<file path="src/rtl/register_write_arbiter_if.sv">
`default_nettype none
// ============================================================================
// Module   : register_write_arbiter_if
// Brief    : Requester/register-side bundle for the shared-register write
//            arbiter: level requests with flattened data in, one-hot
//            acknowledge, grant index and register in/load pins out.
// Revision : 1.0  initial release
// ============================================================================
interface register_write_arbiter_if #(
  parameter int WIDTH = 16,
  parameter int NREQ  = 4,
  parameter int IDW   = 2
);
  logic [NREQ-1:0]       req;
  logic [NREQ*WIDTH-1:0] wdata;
  logic [NREQ-1:0]       ack;
  logic [IDW-1:0]        grant_id;
  logic [WIDTH-1:0]      reg_in;
  logic                  reg_load;
  logic                  busy;

  // Requester / register side
  modport master (
    output req, wdata,
    input  ack, grant_id, reg_in, reg_load, busy
  );

  // Arbiter side
  modport slave (
    input  req, wdata,
    output ack, grant_id, reg_in, reg_load, busy
  );
endinterface
`default_nettype wire

</file>
<file path="src/rtl/register_write_arbiter.sv">
`default_nettype none
// ============================================================================
// Module   : register_write_arbiter
// Brief    : Round-robin arbiter sharing write access to one WIDTH-bit
//            register among NREQ requesters. Drives the register's in/load
//            pins directly; one write per two cycles at most.
// Revision : 1.0  initial release
// ============================================================================
module register_write_arbiter #(
  parameter int WIDTH = 16,
  parameter int NREQ  = 4,
  parameter int IDW   = 2
) (
  input  wire                     clk,
  input  wire                     rst_n,
  register_write_arbiter_if.slave bus
);

  typedef enum logic [0:0] {
    S_IDLE = 1'b0,
    S_LOAD = 1'b1
  } state_t;

  localparam logic [IDW-1:0] C_PTR_RESET = IDW'(NREQ - 1);

  state_t           r_state;
  logic [IDW-1:0]   r_ptr;
  logic [NREQ-1:0]  r_ack;
  logic [IDW-1:0]   r_grant_id;
  logic [WIDTH-1:0] r_reg_in;
  logic             r_reg_load;
  logic             r_busy;

  logic [IDW:0]     w_sum;
  logic [IDW-1:0]   w_winner;
  logic             w_found;
  logic [WIDTH-1:0] w_wdata_sel;
  logic [NREQ-1:0]  w_ack_onehot;

  // Circular search ptr+1 .. ptr+NREQ; walking offsets downwards lets the
  // nearest set request (smallest offset) overwrite any farther one.
  always_comb begin
    w_sum    = '0;
    w_winner = '0;
    w_found  = 1'b0;
    for (int off = NREQ; off >= 1; off--) begin
      w_sum = {1'b0, r_ptr} + (IDW+1)'(off);
      if (w_sum >= (IDW+1)'(NREQ)) begin
        w_sum = w_sum - (IDW+1)'(NREQ);
      end
      if (bus.req[w_sum[IDW-1:0]]) begin
        w_winner = w_sum[IDW-1:0];
        w_found  = 1'b1;
      end
    end
  end

  // Pure select of the winner's data slice; unselected slices never reach
  // reg_in, so X on them cannot leak through.
  always_comb begin
    w_wdata_sel  = '0;
    w_ack_onehot = '0;
    for (int i = 0; i < NREQ; i++) begin
      if (w_winner == IDW'(i)) begin
        w_wdata_sel     = bus.wdata[i*WIDTH +: WIDTH];
        w_ack_onehot[i] = 1'b1;
      end
    end
  end

  // Two-state write FSM with registered outputs; async reset aborts a write
  // in flight (load drops immediately, no ack).
  always_ff @(posedge clk or negedge rst_n) begin
    if (!rst_n) begin
      r_state    <= S_IDLE;
      r_ptr      <= C_PTR_RESET;
      r_ack      <= '0;
      r_grant_id <= '0;
      r_reg_in   <= '0;
      r_reg_load <= 1'b0;
      r_busy     <= 1'b0;
    end else begin
      case (r_state)
        S_IDLE: begin
          if (w_found) begin
            r_state    <= S_LOAD;
            r_ptr      <= w_winner;
            r_ack      <= w_ack_onehot;
            r_grant_id <= w_winner;
            r_reg_in   <= w_wdata_sel;
            r_reg_load <= 1'b1;
            r_busy     <= 1'b1;
          end
        end
        S_LOAD: begin
          // Register captures reg_in at this edge; reg_in/grant_id hold.
          r_state    <= S_IDLE;
          r_ack      <= '0;
          r_reg_load <= 1'b0;
          r_busy     <= 1'b0;
        end
        default: begin
          r_state    <= S_IDLE;
          r_ack      <= '0;
          r_reg_load <= 1'b0;
          r_busy     <= 1'b0;
        end
      endcase
    end
  end

  assign bus.ack      = r_ack;
  assign bus.grant_id = r_grant_id;
  assign bus.reg_in   = r_reg_in;
  assign bus.reg_load = r_reg_load;
  assign bus.busy     = r_busy;

endmodule
`default_nettype wire
</file>
<file path="src/flat_wrapper.sv">
// flat-port wrapper written by rule: the top's interface ports become plain ports
module register_write_arbiter_flat 
#(
  parameter int WIDTH = 16,
  parameter int NREQ  = 4,
  parameter int IDW   = 2
)
  (clk, rst_n, bus_req, bus_wdata, bus_ack, bus_grant_id, bus_reg_in, bus_reg_load, bus_busy);
  register_write_arbiter_if #(.WIDTH(WIDTH), .NREQ(NREQ), .IDW(IDW)) bus_i ();
  input  wire clk;
  input  wire rst_n;
  input wire logic [$bits(bus_i.req)-1:0] bus_req;
  input wire logic [$bits(bus_i.wdata)-1:0] bus_wdata;
  output wire logic [$bits(bus_i.ack)-1:0] bus_ack;
  output wire logic [$bits(bus_i.grant_id)-1:0] bus_grant_id;
  output wire logic [$bits(bus_i.reg_in)-1:0] bus_reg_in;
  output wire logic [$bits(bus_i.reg_load)-1:0] bus_reg_load;
  output wire logic [$bits(bus_i.busy)-1:0] bus_busy;
  assign bus_i.req = bus_req;
  assign bus_i.wdata = bus_wdata;
  assign bus_ack = bus_i.ack;
  assign bus_grant_id = bus_i.grant_id;
  assign bus_reg_in = bus_i.reg_in;
  assign bus_reg_load = bus_i.reg_load;
  assign bus_busy = bus_i.busy;
  register_write_arbiter #(.WIDTH(WIDTH), .NREQ(NREQ), .IDW(IDW)) u_core (.clk(clk), .rst_n(rst_n), .bus(bus_i));
endmodule
</file>
<file path="config.mk">
export PLATFORM = sky130hd
export DESIGN_NAME = register_write_arbiter_flat
export DESIGN_NICKNAME = d
export VERILOG_FILES = /design/src/rtl/register_write_arbiter_if.sv /design/src/rtl/register_write_arbiter.sv /design/src/flat_wrapper.sv
export SDC_FILE = /design/constraint.sdc
export NUM_CORES = 1
export LEC_CHECK = 0
export ABC_AREA = 1
export BUFFER_PORTS_ARGS = -buffer_cell sky130_fd_sc_hd__buf_2
export CAP_MARGIN = 20
export CELL_PAD_IN_SITES_DETAIL_PLACEMENT = 1
export CELL_PAD_IN_SITES_GLOBAL_PLACEMENT = 1
export CORE_UTILIZATION = 27
export DETAILED_ROUTE_END_ITERATION = 16
export PLACE_DENSITY_LB_ADDON = 0.25
export SLEW_MARGIN = 20
export SYNTH_ARGS = -nofsm -noshare
export SYNTH_HDL_FRONTEND = slang
export SYNTH_SLANG_ARGS = --single-unit
export TNS_END_PERCENT = 10
</file>
<file path="constraint.sdc">
create_clock -name clk -period 1.9 [get_ports clk]
set_input_delay 0 -clock clk [delete_from_list [all_inputs] [get_ports clk]]
set_output_delay 0 -clock clk [all_outputs]
set_load 0.02 [all_outputs]
</file>
## Word level (Yosys, flattened, before mapping)

Cells that the tools add are included.

| storage, ports and cells | value |
|---|---|
| bits in registers | 26 |
| input port bits | 70 |
| output and inout bits | 24 |

| operators by class | value |
|---|---|
| $add $sub $neg | 8 |
| magnitude comparators | 8 |
| equality and inequality tests | 4 |
| mux-type cells | 34 |
| bitwise gates (word level) | 1 |
| reduce and logical (&&, ||, !) cells | 2 |

Operators by type and width:

| operator | number |
|---|---|
| $mux 16 | 4 |
| $mux 2 | 8 |
| $mux 1 | 14 |
| $ge 3x3->1 const B | 4 |
| $lt 2x3->1 const B | 4 |
| $bmux 1 s2 | 4 |
| $pmux 4 s2 | 1 |
| $sub 2x1->2 const B | 4 |
| $add 2x2->3 const B | 2 |
| $eq 2x2->1 const B | 2 |
| $mux 4 | 1 |
| $pmux 1 s2 | 2 |
| $add 2x1->3 const B | 1 |
| $add 2x3->3 const B | 1 |
| $eq 2x1->1 const B | 1 |
| $logic_not 2->1 | 1 |
| $ne 2x1->1 const B | 1 |
| $reduce_and 2->1 | 1 |
| $not 1->1 | 1 |

## Depth between registers and ports, before layout

Gate-level depths: netlist of run 1.

| logic depth | value |
|---|---|
| depth in word-level cells | 14 |
| mapped depth | 15 |
| depth with buffers taken out | 14 |

## Worst setup path before layout of run 1

OpenSTA, ideal clock, no wires.

| path | value |
|---|---|
| path kind | reg-to-reg |
| from | reg u_core.r_ptr[0] |
| to | reg u_core.r_reg_in[0] (netlist: u_core.bus.reg_in[0]) |
| setup time | 0.116 ns |
| arrival | 1.694 ns |
| setup slack | 0.089 ns |
| stages on the path, launching flop included | 16 |
| buffers on the path | 2 |
| period minus slack after synthesis | 1.811 ns |
| cell sequence | dfstp_2 -> buf_6 -> nand2_1 -> o21ai_2 -> nand2_1 -> nand2_1 -> nand2_2 -> nand2_2 -> nand2_4 -> nand2_8 -> nand2_4 -> buf_6 -> o21ai_1 -> inv_1 -> nand2_1 -> nand2_1 |

| on the way | value |
|---|---|
| cells in the longest elaborated chain, start to end | 14 |
| elaborated cells between the ends (all ways) | 41 |
| classes of those cells | add/sub: 8; order compare: 4; eq/ne: 3; mux: 24; reduce/logical: 2 |

Ends and longest elaborated chain:

| what | RTL line | source |
|---|---|---|
| start: declaration | register_write_arbiter.sv:27 | `logic [IDW-1:0] r_ptr;` |
| start signal: assignment | register_write_arbiter.sv:87 | `r_ptr <= w_winner;` |
| $add 2x3->3 | register_write_arbiter.sv:47 | `w_sum = {1'b0, r_ptr} + (IDW+1)'(off);` |
| $ge 3x3->1 / $sub 2x1->2 (equally long branches) | register_write_arbiter.sv:48, register_write_arbiter.sv:49 |  |
| $mux 2 | register_write_arbiter.sv:48 | `if (w_sum >= (IDW+1)'(NREQ)) begin` |
| $bmux 1 s2 | register_write_arbiter.sv:51 | `if (bus.req[w_sum[IDW-1:0]]) begin` |
| $mux 1 (not written as such) | register_write_arbiter.sv:51 |  |
| $mux 2 (4 in series) | register_write_arbiter.sv:51 |  |
| $logic_not 2->1 | register_write_arbiter.sv:64 | `if (w_winner == IDW'(i)) begin` |
| $mux 16 (4 in series) | register_write_arbiter.sv:64 |  |
| end signal: assignment | register_write_arbiter.sv:90 | `r_reg_in <= w_wdata_sel;` |
| end: declaration | register_write_arbiter.sv:30 | `logic [WIDTH-1:0] r_reg_in;` |

Several ways; a longest one is shown, not always the timed one. The select of a mux whose other input is x is not followed.
A chain may end at the register's enable or synchronous reset.

## Worst setup path in the final report of run 1

| path | value |
|---|---|
| from | reg u_core.r_ptr[0] |
| to | reg u_core.r_reg_in[10] (netlist: u_core.bus.reg_in[10]) |

The elaborated chain is that of the path after synthesis.

==> results of run 1 <==
cell usage after synthesis:
cell type                  number
sky130_fd_sc_hd__nand3_2        1
sky130_fd_sc_hd__o21ai_0        8
sky130_fd_sc_hd__buf_6          5
sky130_fd_sc_hd__a22o_1         2
sky130_fd_sc_hd__nor2_8         1
sky130_fd_sc_hd__a21oi_1        2
sky130_fd_sc_hd__nand2_8        1
sky130_fd_sc_hd__nand3_4        1
sky130_fd_sc_hd__inv_1         28
sky130_fd_sc_hd__nand2_1       89
sky130_fd_sc_hd__nand2_2        4
sky130_fd_sc_hd__clkbuf_1       1
sky130_fd_sc_hd__inv_2          3
sky130_fd_sc_hd__nand3_1       30
sky130_fd_sc_hd__dfstp_2        2
sky130_fd_sc_hd__o21ai_1       12
sky130_fd_sc_hd__nor2_1        19
sky130_fd_sc_hd__nand2_4        3
sky130_fd_sc_hd__o21ai_2        2
sky130_fd_sc_hd__nand4_1       20
sky130_fd_sc_hd__buf_2          7
sky130_fd_sc_hd__dfrtp_1       24
sky130_fd_sc_hd__buf_4          3
layer usage:
layer / part of all wire / track usage / vias up / routed length (um)
met4: 0.0097 / 0.0462 / 0 / 70
met2: 0.52 / 0.358 / 58 / 3760
met1: 0.42 / 0.257 / 1092 / 3030
li1: - / - / 1109 / -
met5: 0 / 0 / - / 0
met3: 0.049 / 0.0383 / 6 / 352
state kept, by name, indices dropped and copies added, names as in the netlist:
| name | count |
|---|---|
| u_core.bus.reg_in | 16 |
| u_core.bus.ack | 4 |
| u_core.r_ptr | 2 |
| u_core.bus.grant_id | 2 |
| u_core.r_state | 1 |
| u_core.bus.reg_load | 1 |
layout make-up:
type	count	area [um2]
Fill cell	850	3520
Tap cell	77	96.3
Inverter	31	123
Multi-Input combinational cell	198	1150
Timing Repair Buffer	130	841
Clock inverter	1	30.0
Sequential cell	26	653
Clock buffer	3	41.3
worst max-delay path by stage:
stage,startpoint,endpoint,cells past startpoint
finish,u_core.r_ptr[0]$_DFFE_PN1P_,u_core.bus.reg_in[10]$_DFFE_PN0P_,14
floorplan,u_core.r_ptr[0]$_DFFE_PN1P_,u_core.bus.reg_in[0]$_DFFE_PN0P_,15
detailed placement,u_core.r_ptr[0]$_DFFE_PN1P_,u_core.bus.reg_in[3]$_DFFE_PN0P_,13
global placement,u_core.r_ptr[0]$_DFFE_PN1P_,u_core.bus.reg_in[15]$_DFFE_PN0P_,10
global route,u_core.r_ptr[0]$_DFFE_PN1P_,u_core.bus.reg_in[11]$_DFFE_PN0P_,15
CTS,u_core.r_ptr[0]$_DFFE_PN1P_,u_core.bus.reg_in[8]$_DFFE_PN0P_,14
per-stage QoR:
| step | util | power [mW] | setup WS (ns) | hold WS, ns |
|---|---|---|---|---|
| 3_3_place_gp | 0.390 | 5.57 | -0.0587 | 0.0535 |
| 3_5_place_dp | 0.390 | 5.68 | -0.123 | 0.0550 |
| 4_1_cts | 0.425 | 6.74 | -0.0674 | 0.0110 |
| 2_1_floorplan | - | 4.14 | 0.0893 | -0.296 |
| 5_1_grt | 0.455 | 8.03 | -0.238 | 0.0315 |
| 6_report | 0.455 | 7.39 | -0.118 | 0.0110 |
report_power, final:
group          internal [mW]  total, mW  switching [mW]
combinational           2.45       5.89            3.43
clock                  0.283      0.490           0.207
sequential             0.852       1.02           0.163
total                   3.59       7.39            3.80
kinds of logic after synthesis:
kind of cell | after synthesis
AND/OR/NAND/NOR | 169
AO/OA/AOI/OAI | 26
flip-flops | 26
buffers and inverters | 47
worst min-delay path: cells and delay by family:
kind                   cells  cell delay (ns)
buffers and inverters      2             0.13
AND/OR/NAND/NOR            2             0.09
AO/OA/AOI/OAI              1             0.06
timing repair:
| action | in CTS | in global routing |
|---|---|---|
| hold buffers | 1 | 0 |
| endpoints found under the hold margin | 24 | 0 |
| pin swaps | 18 | 22 |
| gates resized for setup | 21 | 43 |
| buffers inserted | 6 | 6 |
| endpoints found under the setup margin | 23 | 25 |
| cloned | 3 | 0 |
==> tab_implementation.tex, run 1 <==
\begin{tabular}{lr}
\hline
Metric & Value \\
\hline
\multicolumn{2}{l}{\textbf{Outcome}} \\
\quad Status & finished, violations left \\
\quad Violated checks & design-rule violations, negative setup slack \\
\multicolumn{2}{l}{\textbf{Critical path}} \\
\quad Data required time at the worst endpoint & 2.08 ns \\
\quad FF-to-FF Start & u\_core.r\_ptr[0]\$\_DFFE\_PN1P\_ \\
\quad Critical path class & register to register \\
\quad Cell mode on critical path & sky130\_fd\_sc\_hd\_\_nand2\_1 \\
\quad Crit-path slowest cell & sky130\_fd\_sc\_hd\_\_dfstp\_2 \\
\quad Delay of the slowest cell on the worst path & 0.60 ns \\
\quad Crit path buf inv count & 4 \\
\quad CP max FO & 7 \\
\quad Minimum setup slack among reg-to-reg paths & -0.12 ns \\
\quad Category of cells accounting for the largest share of critical-path delay & simple AND/OR/NAND/NOR gates \\
\quad Worst reg2reg path endpoint & u\_core.bus.reg\_in[10]\$\_DFFE\_PN0P\_ \\
\quad Arrival time at the worst endpoint & roughly 2.2 ns \\
\quad Kind of start point of the critical path & register \\
\quad Type of element capturing the critical path & register \\
\quad Worst-path cell chain & buf\_6 > nand2\_2 > nand2\_4 > nand2\_2 > nand2\_1 > inv\_1 > nand3\_2 > nand2\_8 > buf\_12 > nor2\_4 > buf\_4 > nand2\_1 > nand2\_1 > a21oi\_1 \\
\quad Cells on worst reg2reg path & 14 \\
\multicolumn{2}{l}{\textbf{Logic synthesis}} \\
\quad Synthesized instance count & about 270 \\
\quad Synth Warn \# & 0 \\
\quad Portion of synthesized cell area occupied by the leading cell type & 0.327 \\
\quad Mux share of post-synthesis cell area & 0 \\
\quad Post-synthesis compound-gate area fraction & 0.0789 \\
\quad Largest family of logic cells by synthesized area & simple AND/OR/NAND/NOR gates \\
\quad Synthesis-stage register bit count & 26 \\
\quad Cell taking the most area after synthesis & sky130\_fd\_sc\_hd\_\_dfrtp\_1 \\
\quad Seq/Total Area, Yosys & 0.355 \\
\quad Syn Std Cell Area & around 1800 um2 \\
\quad Average size of a mapped cell & $\sim$6.9 um2 \\
\quad Adder and majority cell fraction of the synthesized area & 0 \\
\quad Count of cell types in the netlist & 23 \\
\quad Xor-xnor portion of the synthesized cell area & 0 \\
\quad Largest cells by area after synthesis & sky130\_fd\_sc\_hd\_\_dfrtp\_1 33\%, sky130\_fd\_sc\_hd\_\_nand2\_1 18\%, sky130\_fd\_sc\_hd\_\_nand3\_1 8.2\% \\
\quad Basic-gate share of the synthesized area counting and, or, nand and nor cells & 0.439 \\
\quad Number of nets in the synthesized netlist & approximately 340 \\
\multicolumn{2}{l}{\textbf{Drt}} \\
\quad First-pass DRT Iterations & 11 \\
\quad Number of design-rule violations left by the first detailed-router iteration & 49 \\
\quad Wirelength, routed & $\sim$7.2 mm \\
\quad Drc violations & 4 \\
\quad Post-route antenna net violation count & 0 \\
\quad Vias per inst & between 4 and 5 \\
\quad Via count & 2265 \\
\quad DR WL/cell & 15.5 um \\
\multicolumn{2}{l}{\textbf{Global routing}} \\
\quad Largest net degree at the start of global routing & 27 \\
\quad Initial antenna violation count & 0 \\
\quad Global route overflow & 0 \\
\quad First-pass GRT wire length & roughly 12 mm \\
\quad Via count of the first global-routing pass & around 2400 \\
\quad Total track usage & 0.203 \\
\multicolumn{2}{l}{\textbf{CTS}} \\
\quad Clock buffers created by TritonCTS & 3 \\
\quad Clock transition at the registers of the reported paths & approximately 0.11 ns \\
\quad Source-to-sink clock delay at the later pin of the worst-skew pair & $\sim$0.28 ns \\
\quad Clock tree from TritonCTS & built \\
\quad Clock Root Buffer & sky130\_fd\_sc\_hd\_\_clkbuf\_8 \\
\quad CTS sink cnt & 26 \\
\quad H-tree levels & 1 \\
\quad Buffer levels on the longest clock path & 2 \\
\multicolumn{2}{l}{\textbf{Die}} \\
\quad Starting Density & 0.285 \\
\quad Area inside the core boundary & roughly 6500 um2 \\
\quad Height of the chip & around 85 um \\
\quad Top-level I/O count & between 90 and 100 \\
\quad Cell Rows & 29 \\
\quad Die width & 84.5 um \\
\quad Die area & 7150 um2 \\
\multicolumn{2}{l}{\textbf{Timing}} \\
\quad Minimum setup slack in the final design & -0.118 ns \\
\quad Shortest clock period the worst path allows after layout & 2.02 ns \\
\quad Fin. max-slew vios & 0 \\
\quad Aggregate negative setup slack & -0.798 ns \\
\quad Tcrit/Tclk final & 1.06 \\
\quad Number of hold violations in the final report & 0 \\
\quad Fmax & $\sim$500 MHz \\
\quad Unrepaired setup endpoints after global routing & true \\
\quad Worst-Margin Slew & roughly 0.63 ns \\
\quad Setup Viol. Count Final & 18 \\
\quad Worst Skew & about 0.0093 ns \\
\quad Relative slew margins & 0.579 \\
\multicolumn{2}{l}{\textbf{Placement}} \\
\quad Global placer's final weighted congestion & around 0.84 \\
\quad Number of buffers inserted by port buffering & 93 \\
\quad Number of cells in the design after placement & between 400 and 500 \\
\quad DP HPWL & a little over 5 mm \\
\quad Cell area after placement & 2520 um2 \\
\multicolumn{2}{l}{\textbf{Hold path}} \\
\quad Worst hold start & bus\_wdata[52] \\
\quad Hold Path End & u\_core.bus.reg\_in[4]\$\_DFFE\_PN0P\_ \\
\quad Hold/Removal Path Class & input pin to register \\
\quad Number of cells on the worst hold path & 5 \\
\multicolumn{2}{l}{\textbf{Finish}} \\
\quad Inserted Diodes & 0 \\
\quad Share of final-layout standard cells stronger than drive strength 1 & 0.481 \\
\quad Most frequent standard cell in the layout excluding fill and tap cells & sky130\_fd\_sc\_hd\_\_buf\_2 \\
\quad Final \#Nets & between 400 and 500 \\
\quad Relative area change from synthesis to final layout & 59.8\% \\
\quad Highest-count cells in the layout ignoring fill and taps & 93 x sky130\_fd\_sc\_hd\_\_buf\_2, 74 x sky130\_fd\_sc\_hd\_\_nand2\_1, 27 x sky130\_fd\_sc\_hd\_\_nand3\_1 \\
\quad Post-route insts no fill & $\sim$470 \\
\quad Total non-filler cell area in the finished layout & approximately 2900 um2 \\
\multicolumn{2}{l}{\textbf{Power and ir drop}} \\
\quad Leak pwr & roughly 1.6 nW \\
\quad Worst-case vdd ir drop & approximately 0.00080 V \\
\quad Power per cell area & around 2500 nW/um2 \\
\multicolumn{2}{l}{\textbf{Run}} \\
\quad Max-Cap Viols & 0 \\
\hline
\end{tabular}
(Power assumes the default switching activity.)
==> run 2, diff against run 1 <==
CORE_ASPECT_RATIO = 0.5   (was default)
CORE_MARGIN = 10   (was default)
==> run 2 against run 1 <==
  * The flow finishes with violations (negative setup slack)
  * Fmax increased by 0.38%
  * Die area is 50% higher
  * Total power shrank 0.28%
  * Critical path type unchanged
  * Sequential share of layout area decreased by 0.16 points
  * Clock power rose by 4.5%
  * Worst setup slack improved by 0.0077 ns
  * Via count shrank 0.18%
  * Count of clock-buffer cells in the layout is 1 higher
  * Sequential power is essentially flat
  * Critical path depth up 2
==> tab_implementation.tex, run 2 (same netlist as run 1, synthesis figures left out) <==
\begin{tabular}{lr}
\hline
Metric & Value \\
\hline
\multicolumn{2}{l}{\textbf{Drt}} \\
\quad First-pass DRT Iterations & 4 (-7) \\
\quad Drc violations & 0 (-4) \\
\quad Number of design-rule violations left by the first detailed-router iteration & 75 (+53\%) \\
\quad Post-route antenna net violation count & 0 (unchanged) \\
\quad DR WL/cell & 16.8 um (+8.3\%) \\
\quad Via count & 2261 (-0.18\%) \\
\quad Wirelength, routed & 8.02 mm (+11\%) \\
\quad Vias per inst & 4.73 (-2.7\%) \\
\multicolumn{2}{l}{\textbf{Power and ir drop}} \\
\quad Sequential cell fraction of total power & 0.137 (about the same) \\
\quad Clock power frac & 0.069 (+0.003) \\
\quad Fraction of power spent switching nets & 0.522 (+0.00681) \\
\quad Leak pwr & 1.62 nW (+1.2\%) \\
\quad Power per cell area & 2490 nW/um2 (-1.0\%) \\
\quad Sw power & 3.84 mW (+1.0\%) \\
\quad Worst-case vdd ir drop & 0.000779 V (-2.9\%) \\
\quad Cell-internal power & 3.53 mW (-1.7\%) \\
\quad Sum of internal, switching and leakage power & 7.37 mW (-0.28\%) \\
\quad Share of total power in combinational logic & 0.794 (-0.002) \\
\multicolumn{2}{l}{\textbf{Global routing}} \\
\quad Initial antenna violation count & 0 (unchanged) \\
\quad Largest net degree at the start of global routing & 27 (unchanged) \\
\quad First-pass GRT wire length & 12.3 mm (+6.2\%) \\
\quad Total track usage & 0.140 (-0.0633) \\
\quad Global route overflow & 0 (unchanged) \\
\quad Via count of the first global-routing pass & 2523 (+6.1\%) \\
\multicolumn{2}{l}{\textbf{Timing}} \\
\quad Shortest clock period the worst path allows after layout & 2.01 ns (-0.00767 ns) \\
\quad Minimum setup slack in the final design & -0.110 ns (+0.00768 ns) \\
\quad Setup Viol. Count Final & 18 (unchanged) \\
\quad Worst-Margin Slew & 0.628 ns (-0.00265 ns) \\
\quad Fin. max-slew vios & 0 (unchanged) \\
\quad Unrepaired setup endpoints after global routing & true \\
\quad Number of hold violations in the final report & 0 (unchanged) \\
\quad Worst Skew & 0.00671 ns (-0.00263 ns) \\
\quad Tcrit/Tclk final & 1.06 (-0.00404) \\
\quad Relative slew margins & 0.581 (+0.00176) \\
\quad Fmax & 498 MHz (+0.38\%) \\
\multicolumn{2}{l}{\textbf{CTS}} \\
\quad H-tree levels & 1 (unchanged) \\
\quad CTS sink cnt & 26 (unchanged) \\
\quad Clock tree from TritonCTS & built \\
\quad Clock Root Buffer & sky130\_fd\_sc\_hd\_\_clkbuf\_16 \\
\quad Source-to-sink clock delay at the later pin of the worst-skew pair & 0.26 ns (-0.02 ns) \\
\quad Clock transition at the registers of the reported paths & 0.07 ns (-0.04 ns) \\
\quad Clock buffers created by TritonCTS & 3 (unchanged) \\
\quad Buffer levels on the longest clock path & 2 (unchanged) \\
\multicolumn{2}{l}{\textbf{Run}} \\
\quad Max-Cap Viols & 0 (unchanged) \\
\multicolumn{2}{l}{\textbf{Critical path}} \\
\quad Data required time at the worst endpoint & 2.09 ns (about the same) \\
\quad Arrival time at the worst endpoint & 2.20 ns (about the same) \\
\quad Cell mode on critical path & sky130\_fd\_sc\_hd\_\_nand2\_2 \\
\quad CP max FO & 7 (unchanged) \\
\quad Delay of the slowest cell on the worst path & 0.54 ns (-0.06 ns) \\
\quad Worst-path cell chain & buf\_6 > inv\_8 > nand2\_4 > nand2\_4 > nand2\_2 > nand2\_2 > nand2\_2 > nand2\_2 > nand2\_4 > nand2\_8 > nor2\_4 > buf\_6 > nand2\_2 > nand3\_2 > nor2\_1 > nor2\_1 \\
\quad Critical path class & register to register \\
\quad Crit-path slowest cell & sky130\_fd\_sc\_hd\_\_dfstp\_2 \\
\quad Type of element capturing the critical path & register \\
\quad Kind of start point of the critical path & register \\
\multicolumn{2}{l}{\textbf{Placement}} \\
\quad Cell area after placement & 2430 um2 (-3.3\%) \\
\quad DP HPWL & 5.68 mm (+13\%) \\
\quad Global placer's final weighted congestion & 0.858 (+1.8\%) \\
\quad Number of buffers inserted by port buffering & 93 (unchanged) \\
\multicolumn{2}{l}{\textbf{Finish}} \\
\quad Number of flip-flops under the largest register name & 16 (unchanged) \\
\quad Most frequent standard cell in the layout excluding fill and tap cells & sky130\_fd\_sc\_hd\_\_buf\_2 \\
\quad Inserted Diodes & 0 (unchanged) \\
\quad Highest-count cells in the layout ignoring fill and taps & 94 x sky130\_fd\_sc\_hd\_\_buf\_2, 72 x sky130\_fd\_sc\_hd\_\_nand2\_1, 26 x sky130\_fd\_sc\_hd\_\_inv\_1 \\
\quad Total non-filler cell area in the finished layout & 2960 um2 (+0.72\%) \\
\quad Relative area change from synthesis to final layout & 61.0\% \\
\quad Final \#Nets & 457 (-0.65\%) \\
\quad Share of final-layout standard cells stronger than drive strength 1 & 0.482 (+0.00115) \\
\multicolumn{2}{l}{\textbf{Die}} \\
\quad Die area & 10700 um2 (+50\%) \\
\quad Area inside the core boundary & 6650 um2 (+2.9\%) \\
\quad Height of the chip & 78.4 um (-7.3\%) \\
\quad Starting Density & 0.277 (-0.00809) \\
\quad Top-level I/O count & 94 (unchanged) \\
\quad Die width & 137 um (+62\%) \\
\quad Cell Rows & 21 (-28\%) \\
\multicolumn{2}{l}{\textbf{Outcome}} \\
\quad Status & finished, violations left \\
\quad Violated checks & negative setup slack \\
\multicolumn{2}{l}{\textbf{Hold path}} \\
\quad Hold/Removal Path Class & input pin to register \\
\hline
\end{tabular}
==> run 2: changes by cell type in the layout (fill, tap and decap cells not counted), moves of 3 or more <==
cell                        delta
sky130_fd_sc_hd__nand2_8       -3
sky130_fd_sc_hd__nand3_2       +5
sky130_fd_sc_hd__buf_12        -4
sky130_fd_sc_hd__nand2_4       +6
sky130_fd_sc_hd__clkbuf_16     +4
sky130_fd_sc_hd__o21ai_2       -5
sky130_fd_sc_hd__nand3_1       -5
sky130_fd_sc_hd__o21ai_0       +3
sky130_fd_sc_hd__buf_8         +3
==> run 2: cell type report <==
type,instances,area [um2]
repair inverters,1,8.76
clock buffers,4,88.8
inverters,31,140
repair buffers,127,798
fillers,862,3690
multi-input cells,197,1160
well taps,92,115
flip-flops and latches,26,653
==> run 2: power by group through the flow <==
stage	Sequential, mW	Combinational, mW	Clock [mW]
2_1_floorplan	1.27	2.87	0
3_3_place_gp	1.03	4.11	0
3_5_place_dp	1.04	4.21	0
4_1_cts	1.01	5.11	0.531
5_1_grt	1.05	6.41	0.546
6_report	1.01	5.85	0.512
==> run 2: worst max-delay path, delay by kind of cell (launching register included) <==
kind / cells / cell delay [ns]
and+or+nand+nor: 13 / 1.05
buffers and inverters: 3 / 0.34
DFF: 1 / 0.54
==> run 2: repair_timing <==
| action | 4_1_cts | 5_1_grt |
|---|---|---|
| hold buffers | 1 | 0 |
| cloned | 3 | 2 |
| resized for setup | 34 | 41 |
| pin swaps | 18 | 20 |
| setup endpoints to repair | 20 | 25 |
| endpoints found under the hold margin | 24 | 0 |
| buffers inserted | 12 | 2 |
==> run 2: path summary, 6_finish.rpt <==
check,startpoint,end,slack [ns],cells past startpoint
worst min-delay path,bus_wdata[62],u_core.bus.reg_in[14]$_DFFE_PN0P_,0.04,5
worst min register to register,u_core.bus.grant_id[1]$_DFFE_PN0P_,u_core.bus.grant_id[1]$_DFFE_PN0P_,0.47,2
max in group asynchronous,rst_n,u_core.bus.ack[2]$_DFFE_PN0P_,1.19,2
min in group asynchronous,rst_n,u_core.bus.reg_load$_DFFE_PN0P_,0.30,2
worst max register to register,u_core.r_ptr[0]$_DFFE_PN1P_,u_core.bus.reg_in[6]$_DFFE_PN0P_,-0.11,16
worst max-delay path,u_core.r_ptr[0]$_DFFE_PN1P_,u_core.bus.reg_in[6]$_DFFE_PN0P_,-0.11,16
==> run 2: metal layers <==
metal,global-route usage,up-vias,wire length (um),share of wire
met1,0.164,1080,3350,0.42
met4,0.0233,0,57,0.0071
met5,0,-,0,0
li1,-,1105,-,-
met3,0.0286,4,429,0.053
met2,0.261,72,4190,0.52
==> run 2: through the flow <==
step	util	hold WS (ns)	cells	setup TNS, ns	setup slack [ns]
2_1_floorplan	-	-0.296	268	0	0.0893
3_3_place_gp	0.366	0.0437	454	-0.639	-0.0644
3_5_place_dp	0.366	0.0511	454	-1.98	-0.146
4_1_cts	0.414	0.0389	474	-0.695	-0.0662
5_1_grt	0.445	0.0561	478	-3.83	-0.246
6_report	0.445	0.0356	478	-1.25	-0.110
